## config.mk

```make
export PLATFORM = sky130hd
export DESIGN_NAME = ccsds_iq_axis_packer
export DESIGN_NICKNAME = d
export VERILOG_FILES = /design/src/rtl/ccsds_iq_axis_packer.sv
export SDC_FILE = /design/constraint.sdc
export NUM_CORES = 1
export LEC_CHECK = 0
export ABC_AREA = 1
export CORE_UTILIZATION = 35
export DETAILED_ROUTE_END_ITERATION = 16
export SLEW_MARGIN = 20
export SYNTH_ARGS = -nofsm -noshare
export SYNTH_HDL_FRONTEND = slang
export SYNTH_SLANG_ARGS = --single-unit
export TNS_END_PERCENT = 20
```

## constraint.sdc

```tcl
create_clock -name M_AXIS_ACLK -period 3 [get_ports M_AXIS_ACLK]
set_input_delay 0.6 -clock M_AXIS_ACLK [delete_from_list [all_inputs] [get_ports M_AXIS_ACLK]]
set_output_delay 0.6 -clock M_AXIS_ACLK [all_outputs]
set_load 0.02 [all_outputs]
```

## src/rtl/ccsds_iq_axis_packer.sv

```systemverilog
// ccsds_iq_axis_packer
//   Buffers I/Q sample pairs from the CCSDS modulator in a small FIFO and packs
//   each pair into one 32-bit AXI4-Stream beat: {I lane, Q lane}. Each 16-bit
//   lane is {mark[1:0], sample, zero pad}. Beats are grouped into frames of
//   FRAME_LEN beats, and TLAST marks the final beat of each frame.
//
//   A pair that arrives while the FIFO is full and no beat is leaving is
//   dropped. The drop sets the sticky overflow_o flag.
//
//   Optional build macro: CCSDS_IQ_IDLE_FILL_EN
//     defined   - when the FIFO is empty the stream carries fill beats
//                 {I_MARK, 14'b0, Q_MARK, 14'b0}. These count toward framing.
//     undefined - TVALID simply follows FIFO non-empty.
//
//   level_o counts every pair held by the block. This includes the one
//   currently presented on TDATA. It never includes a fill beat.
module ccsds_iq_axis_packer #(
  parameter int          SAMPLE_W   = 13,
  parameter int          FIFO_DEPTH = 8,
  parameter int          FRAME_LEN  = 256,
  parameter logic [1:0]  I_MARK     = 2'b10,
  parameter logic [1:0]  Q_MARK     = 2'b01
) (
  input  logic                          M_AXIS_ACLK,
  input  logic                          M_AXIS_ARESETN,
  input  logic [SAMPLE_W-1:0]           i_data_i,
  input  logic [SAMPLE_W-1:0]           q_data_i,
  input  logic                          valid_i,
  input  logic                          ovf_clr_i,
  output logic                          overflow_o,
  output logic [$clog2(FIFO_DEPTH):0]   level_o,
  output logic                          M_AXIS_TVALID,
  output logic [31:0]                   M_AXIS_TDATA,
  output logic [3:0]                    M_AXIS_TSTRB,
  output logic                          M_AXIS_TLAST,
  input  logic                          M_AXIS_TREADY
);

  localparam int AW    = $clog2(FIFO_DEPTH);
  localparam int LW    = AW + 1;
  localparam int CNT_W = (FRAME_LEN > 1) ? $clog2(FRAME_LEN) : 1;

  localparam logic [CNT_W-1:0] LAST_BEAT  = CNT_W'(FRAME_LEN - 1);
  localparam logic [LW-1:0]    DEPTH_LVL  = LW'(FIFO_DEPTH);
  localparam logic [3:0]       LANE_MARKS = {I_MARK, Q_MARK};
  localparam logic [31:0]      FILL_WORD  = {I_MARK, 14'b0, Q_MARK, 14'b0};

  // Packed beat for the incoming pair. Lane 1 is I (upper half), lane 0 is Q.
  logic [31:0] din;

  genvar gi;
  generate
    for (gi = 0; gi < 2; gi++) begin : g_lane
      logic [SAMPLE_W-1:0] sample;
      assign sample = (gi == 1) ? i_data_i : q_data_i;
      // The sample is left-justified in 14 bits, so narrow samples are zero-padded below.
      assign din[gi*16 +: 16] = {LANE_MARKS[gi*2 +: 2], 14'(sample) << (14 - SAMPLE_W)};
    end
  endgenerate

  // FIFO storage and state
  logic [31:0]      mem [FIFO_DEPTH];
  logic [AW-1:0]    wr_ptr_reg, wr_ptr_next;
  logic [AW-1:0]    rd_ptr_reg, rd_ptr_next;
  logic [LW-1:0]    count_reg, count_next;

  // Output beat register
  logic             tvalid_reg, tvalid_next;
  logic [31:0]      tdata_reg, tdata_next;
  logic             tlast_reg, tlast_next;
  logic             fill_reg, fill_next;     // presented beat is a fill word

  logic [CNT_W-1:0] beat_reg, beat_next;
  logic             ovf_reg, ovf_next;

  logic             handshake;
  logic             fifo_pop;
  logic             full;
  logic             push;
  logic             drop;
  logic             slot_free;
  logic [31:0]      head_word;

  // Next-state logic: FIFO bookkeeping, output beat selection and framing
  always_comb begin
    handshake = tvalid_reg && M_AXIS_TREADY;
    // An accepted fill beat does not consume a FIFO entry.
    fifo_pop  = handshake && !fill_reg;
    full      = (count_reg == DEPTH_LVL);
    push      = valid_i && (!full || fifo_pop);
    drop      = valid_i && !push;

    wr_ptr_next = push     ? wr_ptr_reg + 1'b1 : wr_ptr_reg;
    rd_ptr_next = fifo_pop ? rd_ptr_reg + 1'b1 : rd_ptr_reg;
    count_next  = count_reg + LW'(push) - LW'(fifo_pop);

    // The new head entry is the one being written this cycle only when no
    // older entry is left after the pop. Bypass the array in that case.
    if (push && (count_reg == LW'(fifo_pop))) begin
      head_word = din;
    end else begin
      head_word = mem[rd_ptr_next];
    end

    // The output slot may change only when it is empty or being accepted.
    // This keeps a stalled beat stable.
    slot_free   = !tvalid_reg || M_AXIS_TREADY;
    tvalid_next = tvalid_reg;
    tdata_next  = tdata_reg;
    fill_next   = fill_reg;
    if (slot_free) begin
      if (count_next != '0) begin
        tvalid_next = 1'b1;
        tdata_next  = head_word;
        fill_next   = 1'b0;
      end else begin
`ifdef CCSDS_IQ_IDLE_FILL_EN
        tvalid_next = 1'b1;
        tdata_next  = FILL_WORD;
        fill_next   = 1'b1;
`else
        tvalid_next = 1'b0;
        fill_next   = 1'b0;
`endif
      end
    end

    // The beat counter advances only on a handshake, so it holds through starvation.
    if (handshake) begin
      beat_next = (beat_reg == LAST_BEAT) ? '0 : beat_reg + 1'b1;
    end else begin
      beat_next = beat_reg;
    end
    tlast_next = tvalid_next && (beat_next == LAST_BEAT);

    // A drop in the same cycle as a clear leaves the flag set.
    if (drop) begin
      ovf_next = 1'b1;
    end else if (ovf_clr_i) begin
      ovf_next = 1'b0;
    end else begin
      ovf_next = ovf_reg;
    end
  end

  // FIFO array write (no reset, so it can map to distributed/block RAM)
  always_ff @(posedge M_AXIS_ACLK) begin
    if (push) begin
      mem[wr_ptr_reg] <= din;
    end
  end

  // Control and output registers, cleared asynchronously
  always_ff @(posedge M_AXIS_ACLK or negedge M_AXIS_ARESETN) begin
    if (!M_AXIS_ARESETN) begin
      wr_ptr_reg <= '0;
      rd_ptr_reg <= '0;
      count_reg  <= '0;
      tvalid_reg <= 1'b0;
      tdata_reg  <= '0;
      tlast_reg  <= 1'b0;
      fill_reg   <= 1'b0;
      beat_reg   <= '0;
      ovf_reg    <= 1'b0;
    end else begin
      wr_ptr_reg <= wr_ptr_next;
      rd_ptr_reg <= rd_ptr_next;
      count_reg  <= count_next;
      tvalid_reg <= tvalid_next;
      tdata_reg  <= tdata_next;
      tlast_reg  <= tlast_next;
      fill_reg   <= fill_next;
      beat_reg   <= beat_next;
      ovf_reg    <= ovf_next;
    end
  end

  assign overflow_o    = ovf_reg;
  assign level_o       = count_reg;
  assign M_AXIS_TVALID = tvalid_reg;
  assign M_AXIS_TDATA  = tdata_reg;
  assign M_AXIS_TSTRB  = 4'hF;
  assign M_AXIS_TLAST  = tlast_reg;

endmodule

```

======== Word-level counts from Yosys, hierarchy flattened ========
Memories as Yosys holds them, arrays and structs flattened.
Index checks and enable logic that the tools add are counted.
storage, ports and cells
  register bits after elaboration ......... 53
  RAM bits ................................ 208
  input bits .............................. 31
  memories kept ........................... 1
cells by class
  add/sub/neg operators ................... 5
  equality and inequality tests ........... 4
  mux-type cells .......................... 10
  reductions and logical operators ........ 13
memory list
  memory  words  bits a word  rd ports  clocked after Yosys merged registers in  wr ports  RTL line  source
  mem     8      26           1         0                                        1         62        logic [31:0] mem [FIFO_DEPTH];
operators by type and width
  kind                 number
  $mux 32              1
  $eq 8x8->1 const B   2
  $mux 8               2
  $add 8x1->8 const B  1
  $add 3x1->3 const B  2
  $mux 1               6
  $logic_and 1x1->1    5
  $add 4x1->4          1
  $eq 4x1->1           1
  $eq 4x4->1 const B   1
  $reduce_bool 4->1    1
  $sub 4x1->4          1
  $logic_not 1->1      3
  $mux 3               1
  $logic_or 1x1->1     2
  $reduce_and 2->1     1
  $reduce_bool 2->1    1

======== Depth between registers and ports, before layout ========
Gate-level depths: netlist (run 1).
  depth after elaboration ................. 10
  gate-level depth with buffers ........... 17

======== Least setup slack after synthesis (run 1) ========
Ideal clock, no wire load.
  kind .................................... in2reg
  start ................................... in M_AXIS_TREADY
  end ..................................... mem mem[0][0] in the netlist's numbering, enable pin
  data arrival time ....................... 2.577 ns
  required time ........................... 2.591 ns
  setup slack ............................. 0.014 ns
  stages on the path ...................... 8
  buffers on the path ..................... 1
  cells stage by stage .................... nand2_2 > buf_6 > nand2_2 > nor2_2 > nor2_4 > inv_1 > or2_2 > nor2_1
on the way
  cells in the longest elaborated chain, start to end .. 5
ends and longest elaborated chain
  item                          RTL line  source
  start: declaration            36        input logic M_AXIS_TREADY
  $logic_and 1x1->1             86        handshake = tvalid_reg && M_AXIS_TREADY;
  $logic_or 1x1->1              90        push = valid_i && (!full || fifo_pop);
  $logic_and 1x1->1             90
  $mux 1                        148       if (push) begin
  $mux 1 (implied by the code)  149       mem[wr_ptr_reg] <= din;
  end: declaration              62
Every way passes these cells.

======== Worst setup path after layout (run 1) ========
  start ................................... reg count_reg[2] (netlist: level_o[2])
  end ..................................... reg tdata_reg[26] (netlist: M_AXIS_TDATA[26])
on the way
  cells in the longest elaborated chain, start to end .. 8
  elaborated cells on any way between the ends .. 11
  classes of those cells .................. 2 x add/sub; 2 x eq/ne; 1 x mux; 6 x reduce/logical
ends and longest elaborated chain
  item                        RTL line  source
  start: declaration          65        logic [LW-1:0] count_reg, count_next;
  start signal: assignment    168       count_reg <= count_next;
  $eq 4x4->1                  89        full = (count_reg == DEPTH_LVL);
  $logic_not 1->1             90
  $logic_or 1x1->1            90
  $logic_and 1x1->1           90
  $add 4x1->4                 95        count_next = count_reg + LW'(push) - LW'(fifo_pop);
  $sub 4x1->4                 95
  named net count_next[1]     65
  $reduce_bool 4->1           112       if (count_next != '0) begin
  $reduce_and 2->1 (no line)  -
  end signal: assignment      170       tdata_reg <= tdata_next;
  end: declaration            69        logic [31:0] tdata_reg, tdata_next;
The timed path passes the listed nets, and every way through them passes these cells.
A chain may end at the register's enable or synchronous reset.

==> reports/summary.md, run 1 <==
### Power and ir drop
• **power per cell area** 1040 nW/µm²
• **fraction of power spent switching nets** 0.382
• **switching power total** 5.56 mW
• **Pwr Total** 14.5 mW
• **internal power consumption** 8.99 mW
• **clock network fraction of total power** 0.242
• **maximum VDD drop** 630 µV
• **Combinational Power Share** 0.421
• **share of power burned in registers** 0.337
• **static leakage power** 5.93 nW

### Final layout
• **number of fill cells in the layout** 3102
• **count of inserted antenna diode cells** 0
• **number of nets at the end of the flow** 1259
• **Largest register FFs** 208
• **fraction of final layout cells with drive strength greater than 1** 0.115
• **synth-to-layout area growth** 20.4%

### Routing
• **routed wire length** 26.8 mm
• **Post-route DRC** 0
• **number of optimization iterations in the first detailed-route pass** 5
• **vias after detailed routing** 7842
• **number of nets with antenna violations after detailed routing** 0
• **routed length per placed instance** 15.9 µm
• **starting DRC count in detailed routing** 498
• **Vias/cell** 4.66

### Clock network
• **clock latency reported for the late side of the worst-skew pair** 0.53 ns
• **post-CTS setup buffer count** 0
• **H-Tree Level Count** 1
• **CTS sink cnt** 256
• **clock tree from TritonCTS** yes
• **CTS clk-pin slew, worst paths** 0.07 ns
• **Clock Root Buffer** sky130_fd_sc_hd__clkbuf_16
• **cts repair resizes** 0
• **worst-case clock buffer depth** 3
• **number of buffers inserted by hold repair at cts** 0
• **number of buffers created by CTS** 28

### STA
• **RSZ-0062 raised after global routing** false
• **final clock period utilization by the worst path** 0.934
• **Tmin final** 2.80 ns
• **maximum operating frequency** 357 MHz
• **Final Slew Violations** 0
• **final setup violation count** 0
• **final worst clock skew** 0.00856 ns
• **worst path setup slack after routing** 0.199 ns
• **number of endpoints with negative hold slack in the final report** 0

### Floorplan
• **Die Footprint** 34100 µm²
• **Chip Height** 185 µm
• **ports placed on the boundary** 74
• **horizontal die dimension** 185 µm
• **standard-cell rows** 66
• **CORE AREA** 32700 µm²
• **effective utilization at floorplan** 0.357

### Placement
• **I/O Buffers** 65
• **sum of net half-perimeters after detailed placement** 15.9 mm
• **routability congestion estimate** 0.767
• **Post-Place Setup Slack** -0.230 ns

### GRT
• **Total Routing Usage GR** 0.162
• **GRT overflow** 0
• **initial antenna violation count** 0
• **global-route wire length before repair** 42.5 mm
• **maximum number of pins on one net before global-route repair** 61
• **vias in the first global route** 7619

### Hold path
• **path type of the worst min-delay path** primary input to asynchronous set/reset pin

### Yosys
• **flip-flop and latch count after synthesis** 256
• **most frequent cells after synthesis** sky130_fd_sc_hd__nand3_1 (215), sky130_fd_sc_hd__edfxtp_1 (208), sky130_fd_sc_hd__inv_1 (204)
• **part of the Yosys area used for sequential elements** 0.638
• **per-instance average area after synthesis** 10.3 µm²
• **Netlist Area Pre-Place** 11700 µm²
• **number of enable-type register cells in the synthesized netlist** 208
• **top-area cell type share of the netlist area** 0.535
• **Async S/R FF share, synth** 0.188
• **cells after synthesis** 1135
• **cell types occupying the most area after synthesis** sky130_fd_sc_hd__edfxtp_1 (54%), sky130_fd_sc_hd__dfrtp_1 (10%), sky130_fd_sc_hd__nand3_1 (9.2%), sky130_fd_sc_hd__inv_1 (6.6%), sky130_fd_sc_hd__nand2_1 (5.8%)
• **Synth warnings** 0
• **top_reg_cell synth** sky130_fd_sc_hd__edfxtp_1
• **library cell occupying the most area in the post-synthesis netlist** sky130_fd_sc_hd__edfxtp_1
• **most common cell in the synthesized netlist** sky130_fd_sc_hd__nand3_1
• **Cell variety after synth** 34

### Worst setup path
• **category of the worst setup path launch point** flip-flop
• **start of the worst register-to-register path** level_o[2]
• **depth of the worst register-to-register path** 17
• **data arrival time of the critical path** 3.22 ns
• **first element of the critical path** level_o[2]
• **reg-to-reg endpoint** M_AXIS_TDATA[26]
• **register-to-register setup slack** 0.20 ns
• **worst setup path class** flip-flop to flip-flop
• **required time of the worst setup path** 3.42 ns
• **critical path fanouts, max** 20
• **crit path to** M_AXIS_TDATA[26]
• **nature of the critical path endpoint** flip-flop

### Job
• **# Max-Cap Violations** 0

### Status
• **status** finished, final reports clean

[worst max-delay path, stage by stage (launching register included)]
cell and delay [ns]:
sky130_fd_sc_hd__dfrtp_1 0.40, sky130_fd_sc_hd__inv_1 0.11, sky130_fd_sc_hd__ha_1 0.15, sky130_fd_sc_hd__nand2_1 0.07, sky130_fd_sc_hd__nor2_2 0.19, sky130_fd_sc_hd__nor2_4 0.05
sky130_fd_sc_hd__nand2_1 0.05, sky130_fd_sc_hd__nand2_1 0.05, sky130_fd_sc_hd__ha_1 0.21, sky130_fd_sc_hd__fa_1 0.47, sky130_fd_sc_hd__or2_1 0.22, sky130_fd_sc_hd__nor2_1 0.12
sky130_fd_sc_hd__nand3_1 0.10, sky130_fd_sc_hd__nand2_2 0.10, sky130_fd_sc_hd__inv_2 0.06, sky130_fd_sc_hd__buf_12 0.15, sky130_fd_sc_hd__nor2_1 0.13, sky130_fd_sc_hd__a21oi_2 0.04
[per-layer routing]
metal	global-route usage	wire length, µm
met4	0.0423	541
met3	0.0209	1130
met5	0	0
met1	0.217	12300
met2	0.274	12800
[logic make-up after synthesis]
kind of cell,count (synthesis),share of synthesized area
AO/OA/AOI/OAI,33,0.0231
XOR/XNOR,5,0.00375
adder cells (fa/ha/maj),9,0.0103
buffers and inverters,270,0.0981
flip-flops,256,0.638
other,2,0.000644
AND/OR/NAND/NOR,560,0.226
[how the worst min path moves through the flow]
stage,slack (ns),start,end,depth (start not counted)
floorplan,0.30,M_AXIS_ARESETN,M_AXIS_TDATA[10],0
global placement,0.51,beat_reg[4],beat_reg[4],2
detailed placement,0.51,M_AXIS_TDATA[3],M_AXIS_TDATA[3],2
CTS,0.06,M_AXIS_ARESETN,M_AXIS_TDATA[1],2
global route,0.08,M_AXIS_ARESETN,M_AXIS_TDATA[1],2
finish,0.06,M_AXIS_ARESETN,M_AXIS_TDATA[2],2
[metrics by stage]
stage | setup TNS, ns | instance area (µm²) | util | hold slack [ns] | std cells
6_report | 0 | 14000 | 0.429 | 0.0563 | 1683
4_1_cts | 0 | 14000 | 0.429 | 0.0562 | 1683
2_1_floorplan | 0 | 11700 | - | 0.304 | 1141
5_1_grt | 0 | 14000 | 0.429 | 0.0760 | 1683
3_3_place_gp | -4.47 | 13100 | 0.400 | 0.509 | 1631
3_5_place_dp | -6.01 | 13100 | 0.400 | 0.513 | 1631
[power groups by stage]
stage / Clock, mW / Sequential [mW] / Combinational [mW]
3_3_place_gp: 0 / 4.97 / 6.08
6_report: 3.52 / 4.90 / 6.13
4_1_cts: 3.59 / 4.91 / 6.22
3_5_place_dp: 0 / 4.97 / 6.20
2_1_floorplan: 0 / 5.14 / 3.77
5_1_grt: 3.72 / 4.97 / 6.78
[final cells by class]
| class | instances | area [µm²] | area share |
|---|---|---|---|
| inverter | 208 | 783 | 0.0558 |
| tap | 442 | 553 | 0.0394 |
| multi-input combinational | 615 | 3120 | 0.222 |
| timing repair buffer | 110 | 1180 | 0.0843 |
| clock buffer | 36 | 762 | 0.0543 |
| sequential | 256 | 7450 | 0.530 |
| clock inverter | 16 | 193 | 0.0137 |
[cell usage in the layout (no fill, tap or decap), types with 8 or more instances in the layout]
master,count
sky130_fd_sc_hd__ha_1,8
sky130_fd_sc_hd__nand3_1,215
sky130_fd_sc_hd__edfxtp_1,208
sky130_fd_sc_hd__nand2_1,179
sky130_fd_sc_hd__buf_4,29
sky130_fd_sc_hd__a21oi_2,24
sky130_fd_sc_hd__dfrtp_1,48
sky130_fd_sc_hd__clkbuf_16,29
sky130_fd_sc_hd__clkdlybuf4s50_1,64
sky130_fd_sc_hd__conb_1,8
sky130_fd_sc_hd__nor2_2,11
sky130_fd_sc_hd__nand3b_1,53
sky130_fd_sc_hd__buf_12,16
sky130_fd_sc_hd__nor2_1,85
sky130_fd_sc_hd__nand2_2,8
sky130_fd_sc_hd__inv_1,204
Power figures use the tool's default switching activity.
==> run 2, diff against run 1 <==
- clock period: 3 -> 2.6 ns (I/O delays scaled with it)
==> run 2 against run 1 <==
Against the previous run: the run now ends with negative setup slack left; count of clock-buffer cells in the layout increased by 2; non-clock buffer count rose by 20; utilization increased by 1.1 points; maximum frequency grew 2.3%; cell area grew 2.6%; combinational power up 32%; clock skew rose by 0.0042 ns; power up 20%; clock power increased by 4%; sequential share of layout area is 1.4 points lower; critical path type unchanged; largest cell class unchanged; largest power group unchanged.
==> reports/summary.md, run 2 (synthesis gave the netlist of run 1 again) <==
### Clock network
• **CTS sink cnt** 256, unchanged
• **worst-case clock buffer depth** 3, unchanged
• **clock latency reported for the late side of the worst-skew pair** 0.53 ns, about the same
• **Clock Root Buffer** sky130_fd_sc_hd__clkbuf_16
• **H-Tree Level Count** 1, unchanged
• **CTS clk-pin slew, worst paths** 0.06 ns, about the same
• **number of buffers created by CTS** 28, unchanged
• **clock tree from TritonCTS** yes

### STA
• **Final Slew Violations** 0, unchanged
• **number of endpoints with negative hold slack in the final report** 0, unchanged
• **final clock period utilization by the worst path** 1.05, +0.119
• **final setup violation count** 29, +29
• **final worst clock skew** 0.0127 ns, +0.00418 ns
• **maximum operating frequency** 365 MHz, +2.3%
• **worst path setup slack after routing** -0.137 ns, -0.336 ns
• **RSZ-0062 raised after global routing** true
• **Slew headroom** 0.592
• **measured slew at the worst slew-check pin** 0.612 ns
• **Tmin final** 2.74 ns, -0.0642 ns

### Final layout
• **count of placed standard cells in the final layout, fillers left out** 1702, +1.1%
• **synth-to-layout area growth** 23.5%
• **count of inserted antenna diode cells** 0, unchanged
• **number of fill cells in the layout** 3046, -1.8%
• **commonest cells after routing, fill and taps aside** sky130_fd_sc_hd__nand3_1 (215), sky130_fd_sc_hd__edfxtp_1 (208), sky130_fd_sc_hd__inv_1 (203)
• **final design instance area without fill** 14400 µm², +2.6%
• **Largest register FFs** 208, unchanged
• **area of the multi-input gates** 3280 µm², +5.0%
• **fraction of final layout cells with drive strength greater than 1** 0.156, +0.0411
• **Storage cell area** 7450 µm², unchanged
• **number of nets at the end of the flow** 1279, +1.6%
• **most common cell after layout, fill and taps aside** sky130_fd_sc_hd__nand3_1

### Worst setup path
• **required time of the worst setup path** 3.05 ns, -0.37 ns
• **first element of the critical path** level_o[2]
• **category of the worst setup path launch point** flip-flop
• **crit path to** M_AXIS_TDATA[17]
• **worst setup path class** flip-flop to flip-flop
• **start of the worst register-to-register path** level_o[2]
• **Slowest cell on crit path** sky130_fd_sc_hd__fa_1
• **critical path fanouts, max** 7, -65%
• **register-to-register setup slack** -0.14 ns, -0.34 ns
• **critical path cell sequence** inv_2 -> ha_4 -> nand2_4 -> nor2_4 -> nor2_4 -> nand2_1 -> nand2_1 -> ha_2 -> fa_1 -> or2_1 -> nor2_1 -> nand3_1 -> nand2_4 -> buf_6 -> buf_12 -> nor2_1 -> a21oi_1
• **depth of the worst register-to-register path** 17, unchanged
• **reg-to-reg endpoint** M_AXIS_TDATA[17]
• **nature of the critical path endpoint** flip-flop
• **CP max stage delay** 0.48 ns, about the same
• **data arrival time of the critical path** 3.18 ns, -0.04 ns

### Power and ir drop
• **static leakage power** 6.05 nW, +2.1%
• **switching power total** 6.79 mW, +22%
• **fraction of power spent switching nets** 0.390, +0.00766
• **share of power burned in registers** 0.326, -0.011
• **internal power consumption** 10.6 mW, +18%
• **clock network fraction of total power** 0.210, -0.032
• **power per cell area** 1210 nW/µm², +17%
• **Combinational Power Share** 0.465, +0.044
• **maximum VDD drop** 576 µV, -8.6%

### Floorplan
• **standard-cell rows** 66, unchanged
• **effective utilization at floorplan** 0.357, unchanged
• **horizontal die dimension** 185 µm, unchanged
• **Chip Height** 185 µm, unchanged
• **Die Footprint** 34100 µm², unchanged
• **ports placed on the boundary** 74, unchanged
• **CORE AREA** 32700 µm², unchanged

### Placement
• **I/O Buffers** 65, unchanged
• **area after detailed placement** 13200 µm², +1.1%
• **Inst Count DP** 1638, +0.43%
• **sum of net half-perimeters after detailed placement** 15.9 mm, +0.21%
• **routability congestion estimate** 0.784, +2.2%

### Routing
• **starting DRC count in detailed routing** 482, -3.2%
• **routed wire length** 28.3 mm, +5.5%
• **Vias/cell** 4.73, +1.5%
• **number of nets with antenna violations after detailed routing** 0, unchanged
• **Post-route DRC** 0, unchanged
• **vias after detailed routing** 8046, +2.6%
• **number of optimization iterations in the first detailed-route pass** 5, unchanged
• **routed length per placed instance** 16.6 µm, +4.3%

### GRT
• **vias in the first global route** 7861, +3.2%
• **GRT overflow** 0, unchanged
• **maximum number of pins on one net before global-route repair** 53, -13%
• **global-route wire length before repair** 44.1 mm, +3.8%
• **Total Routing Usage GR** 0.170, +0.00823
• **initial antenna violation count** 0, unchanged

### Status
• **status** finished with violations
• **failing checks** negative setup slack

### Hold path
• **path type of the worst min-delay path** primary input to asynchronous set/reset pin

### Job
• **# Max-Cap Violations** 0, unchanged

[run 2: changes by cell type in the layout (fill, tap and decap cells not counted), sizes merged]
cell      before  now
buf           46   65
bufinv         4    1
clkbuf        36   39
clkinv        10   12
clkinvlp       2    0
[run 2: layout make-up]
cell class / count / area share
clock buffer: 38 / 0.0527
clock inverter: 13 / 0.00582
timing repair buffer: 130 / 0.104
tap: 442 / 0.0384
multi-input combinational: 615 / 0.227
sequential: 256 / 0.517
inverter: 208 / 0.0545
[run 2: worst max-delay path, delay by kind of cell (launching register included)]
family	cells	cell delay, ns
compound gates	1	0.14
buf+inv	3	0.36
flops	1	0.39
simple gates	10	0.96
fa+ha+maj	3	0.80
[run 2: what timing repair did]
action,4_1_cts,5_1_grt
hold buffers,0,0
endpoints found under the setup margin,29,29
pin swaps,23,18
gates cloned,3,1
buffers inserted,7,4
gates resized for setup,31,27
[run 2: worst min-delay path by stage]
stage                                from               end  slack, ns  cells after the start
after global routing       M_AXIS_ARESETN  M_AXIS_TDATA[18]       0.03                      1
after CTS                  M_AXIS_ARESETN   M_AXIS_TDATA[5]      0.004                      1
final                      M_AXIS_ARESETN   M_AXIS_TDATA[6]      0.004                      1
after detailed placement  M_AXIS_TDATA[4]   M_AXIS_TDATA[4]       0.52                      2
after global placement    M_AXIS_TDATA[5]   M_AXIS_TDATA[5]       0.51                      2
after floorplan            M_AXIS_ARESETN  M_AXIS_TDATA[10]       0.22                      0
[run 2: routing by layer]
layer  track usage  share of wire
met5             0              0
met4        0.0463          0.026
met3        0.0225          0.051
met2         0.280           0.47
met1         0.234           0.45
[run 2: power groups by stage]
stage | sequential [mW] | combinational [mW] | clock, mW
5_1_grt | 5.75 | 8.86 | 3.89
4_1_cts | 5.66 | 8.09 | 3.73
2_1_floorplan | 5.93 | 4.35 | 0
3_3_place_gp | 5.72 | 7.31 | 0
6_report | 5.68 | 8.10 | 3.65
3_5_place_dp | 5.72 | 7.45 | 0
[run 2: through the flow]
step | utilization | total power [mW] | setup TNS [ns] | hold slack, ns | setup slack (ns)
after global routing | 0.441 | 18.5 | -5.96 | 0.0313 | -0.244
after global placement | 0.405 | 13.0 | -13.73 | 0.509 | -0.498
after floorplan | - | 10.3 | -50.43 | 0.224 | -0.346
after CTS | 0.438 | 17.5 | -2.16 | 0.00350 | -0.114
final | 0.441 | 17.4 | -2.82 | 0.00364 | -0.137
after detailed placement | 0.405 | 13.2 | -16.15 | 0.515 | -0.566
==> run 3, diff against run 2 <==
- CORE_UTILIZATION: 35 -> 25
- REMOVE_ABC_BUFFERS: default -> 1
==> run 3 against run 2 <==
Against the previous run: the flow still finishes with violations (negative setup slack); power increased by 1.6%; count of clock-buffer cells in the layout decreased by 4; clock power increased by 12%; flip-flop and latch count unchanged; clock skew decreased by 0.00084 ns; cell area increased by 1.7%.
==> reports/summary.md, run 3 (synthesis gave the netlist of run 1 again) <==
### Status
• **status** finished with violations
• **failing checks** negative setup slack

### Floorplan
• **effective utilization at floorplan** 0.255, -0.101
• **ports placed on the boundary** 74, unchanged
• **CORE AREA** 45700 µm², +40%
• **standard-cell rows** 78, +18%
• **Chip Height** 218 µm, +18%
• **Die Footprint** 47500 µm², +40%
• **horizontal die dimension** 218 µm, +18%

### Clock network
• **CTS clk-pin slew, worst paths** 0.06 ns, about the same
• **Clock Root Buffer** sky130_fd_sc_hd__clkbuf_16
• **clock latency reported for the late side of the worst-skew pair** 0.55 ns, +0.02 ns
• **CTS sink cnt** 256, unchanged
• **H-Tree Level Count** 1, unchanged
• **worst-case clock buffer depth** 3, unchanged
• **clock tree from TritonCTS** yes
• **number of buffers created by CTS** 29, +3.6%

### Worst setup path
• **category of the worst setup path launch point** flip-flop
• **critical path cell sequence** inv_2 -> ha_4 -> nand2_4 -> nor2_4 -> nor2_4 -> nand2_1 -> nand2_1 -> ha_2 -> fa_1 -> or2_1 -> nor2_1 -> nand3_1 -> nand2_4 -> buf_6 -> clkbuf_16 -> nor2_1 -> a21oi_1
• **CP max stage delay** 0.47 ns, about the same
• **critical path fanouts, max** 6, -1
• **worst setup path class** flip-flop to flip-flop
• **nature of the critical path endpoint** flip-flop
• **required time of the worst setup path** 3.07 ns, +0.02 ns
• **Crit path buffers/inverters** 3, unchanged
• **Slowest cell on crit path** sky130_fd_sc_hd__fa_1
• **cell family with most CP delay** simple AND/OR/NAND/NOR gates
• **data arrival time of the critical path** 3.17 ns, about the same

### Final layout
• **count of placed standard cells in the final layout, fillers left out** 1863, +9.5%
• **Largest register FFs** 208, unchanged
• **fraction of final layout cells with drive strength greater than 1** 0.149, -0.00750
• **commonest cells after routing, fill and taps aside** sky130_fd_sc_hd__nand3_1 (215), sky130_fd_sc_hd__edfxtp_1 (208), sky130_fd_sc_hd__inv_1 (203)
• **Storage cell area** 7450 µm², unchanged
• **area of the multi-input gates** 3200 µm², -2.3%
• **most common cell after layout, fill and taps aside** sky130_fd_sc_hd__nand3_1
• **core occupancy in the finished layout** 0.321, -0.120
• **synth-to-layout area growth** 25.6%
• **number of nets at the end of the flow** 1282, +0.23%
• **number of fill cells in the layout** 4603, +51%
• **count of inserted antenna diode cells** 0, unchanged

### STA
• **Slew headroom** 0.661, +0.0683
• **final worst clock skew** 0.0119 ns, -0.000844 ns
• **Tmin final** 2.70 ns, -0.0420 ns
• **final hold slack** 0.495 ns, +0.491 ns
• **RSZ-0062 raised after global routing** true
• **measured slew at the worst slew-check pin** 0.509 ns, -0.102 ns
• **number of endpoints with negative hold slack in the final report** 0, unchanged
• **final setup violation count** 27, -6.9%
• **Final TNS setup** -1.98 ns, +0.844 ns
• **final clock period utilization by the worst path** 1.04, -0.0162
• **maximum operating frequency** 371 MHz, +1.6%
• **Final Slew Violations** 0, unchanged
• **worst path setup slack after routing** -0.0952 ns, +0.0420 ns

### Placement
• **routability congestion estimate** 0.747, -4.7%
• **Inst Count DP** 1801, +10%
• **I/O Buffers** 65, unchanged
• **sum of net half-perimeters after detailed placement** 18.3 mm, +15%

### GRT
• **met2 Track Usage GR** 0.208, -0.0721
• **Total Routing Usage GR** 0.126, -0.0437
• **busiest grt layer** met2
• **maximum number of pins on one net before global-route repair** 57, +7.5%
• **vias in the first global route** 7971, +1.4%
• **GRT overflow** 0, unchanged
• **initial antenna violation count** 1, +1
• **global-route track usage on met1** 0.163, -0.0714
• **global-route wire length before repair** 46.3 mm, +4.9%
• **met3 routing resource usage after global routing** 0.0237, +0.00118

### Routing
• **vias after detailed routing** 8055, +0.11%
• **Post-route DRC** 0, unchanged
• **routed wire length** 29.9 mm, +6.0%
• **routed length per placed instance** 16.1 µm, -3.2%
• **number of nets with antenna violations after detailed routing** 0, unchanged
• **starting DRC count in detailed routing** 526, +9.1%
• **Vias/cell** 4.32, -8.5%
• **number of optimization iterations in the first detailed-route pass** 5, unchanged

### Power and ir drop
• **static leakage power** 6.10 nW, +0.88%
• **maximum VDD drop** 678 µV, +18%
• **Pwr Total** 17.7 mW, +1.6%
• **power per cell area** 1210 nW/µm², about the same

### Job
• **# Max-Cap Violations** 0, unchanged

### Hold path
• **path type of the worst min-delay path** primary input to asynchronous set/reset pin

[run 3: stage by stage]
stage	cell area [µm²]	worst slack, ns
2_1_floorplan	11300	-1.31
3_3_place_gp	13500	-0.557
3_5_place_dp	13500	-0.635
4_1_cts	14600	-0.127
5_1_grt	14700	-0.252
6_report	14700	-0.0952
[run 3: power breakdown]
group	leakage [nW]	total [mW]	switching (mW)	internal, mW
logic	3.20	7.93	4.78	3.15
registers	2.44	5.71	0.435	5.28
clock network	0.469	4.08	1.65	2.43
total	6.10	17.7	6.87	10.8
[run 3: layout make-up]
class | instances | area share
flip-flops and latches | 256 | 0.508
clock inverters | 18 | 0.0125
repair buffers | 132 | 0.103
multi-input cells | 615 | 0.218
well taps | 600 | 0.0512
clock buffers | 34 | 0.0529
inverters | 208 | 0.0536
[run 3: routing by layer]
| layer | wire length [µm] | up-vias |
|---|---|---|
| li1 | - | 3908 |
| met1 | 13500 | 3882 |
| met2 | 14000 | 199 |
| met3 | 1610 | 64 |
| met4 | 862 | 2 |
| met5 | 13 | - |
[run 3: final timing paths]
path | to | start | cells after the start | slack, ns
min | M_AXIS_TDATA[14] | M_AXIS_ARESETN | 2 | 0.50
min reg2reg | overflow_o | overflow_o | 2 | 0.54
max reg2reg | M_AXIS_TDATA[1] | level_o[2] | 17 | -0.1
min in group M_AXIS_ACLK | overflow_o | overflow_o | 2 | 0.54
max | M_AXIS_TDATA[1] | level_o[2] | 17 | -0.1
max in group asynchronous | M_AXIS_TDATA[6] | M_AXIS_ARESETN | 3 | 1.47
[run 3: what timing repair did]
item | in CTS | in global routing
hold endpoints to repair | 15 | 0
gates resized for setup | 27 | 10
setup endpoints to repair | 28 | 29
pin swaps | 7 | 7
setup buffers | 3 | 4
cloned | 1 | 1
hold buffers | 1 | 0
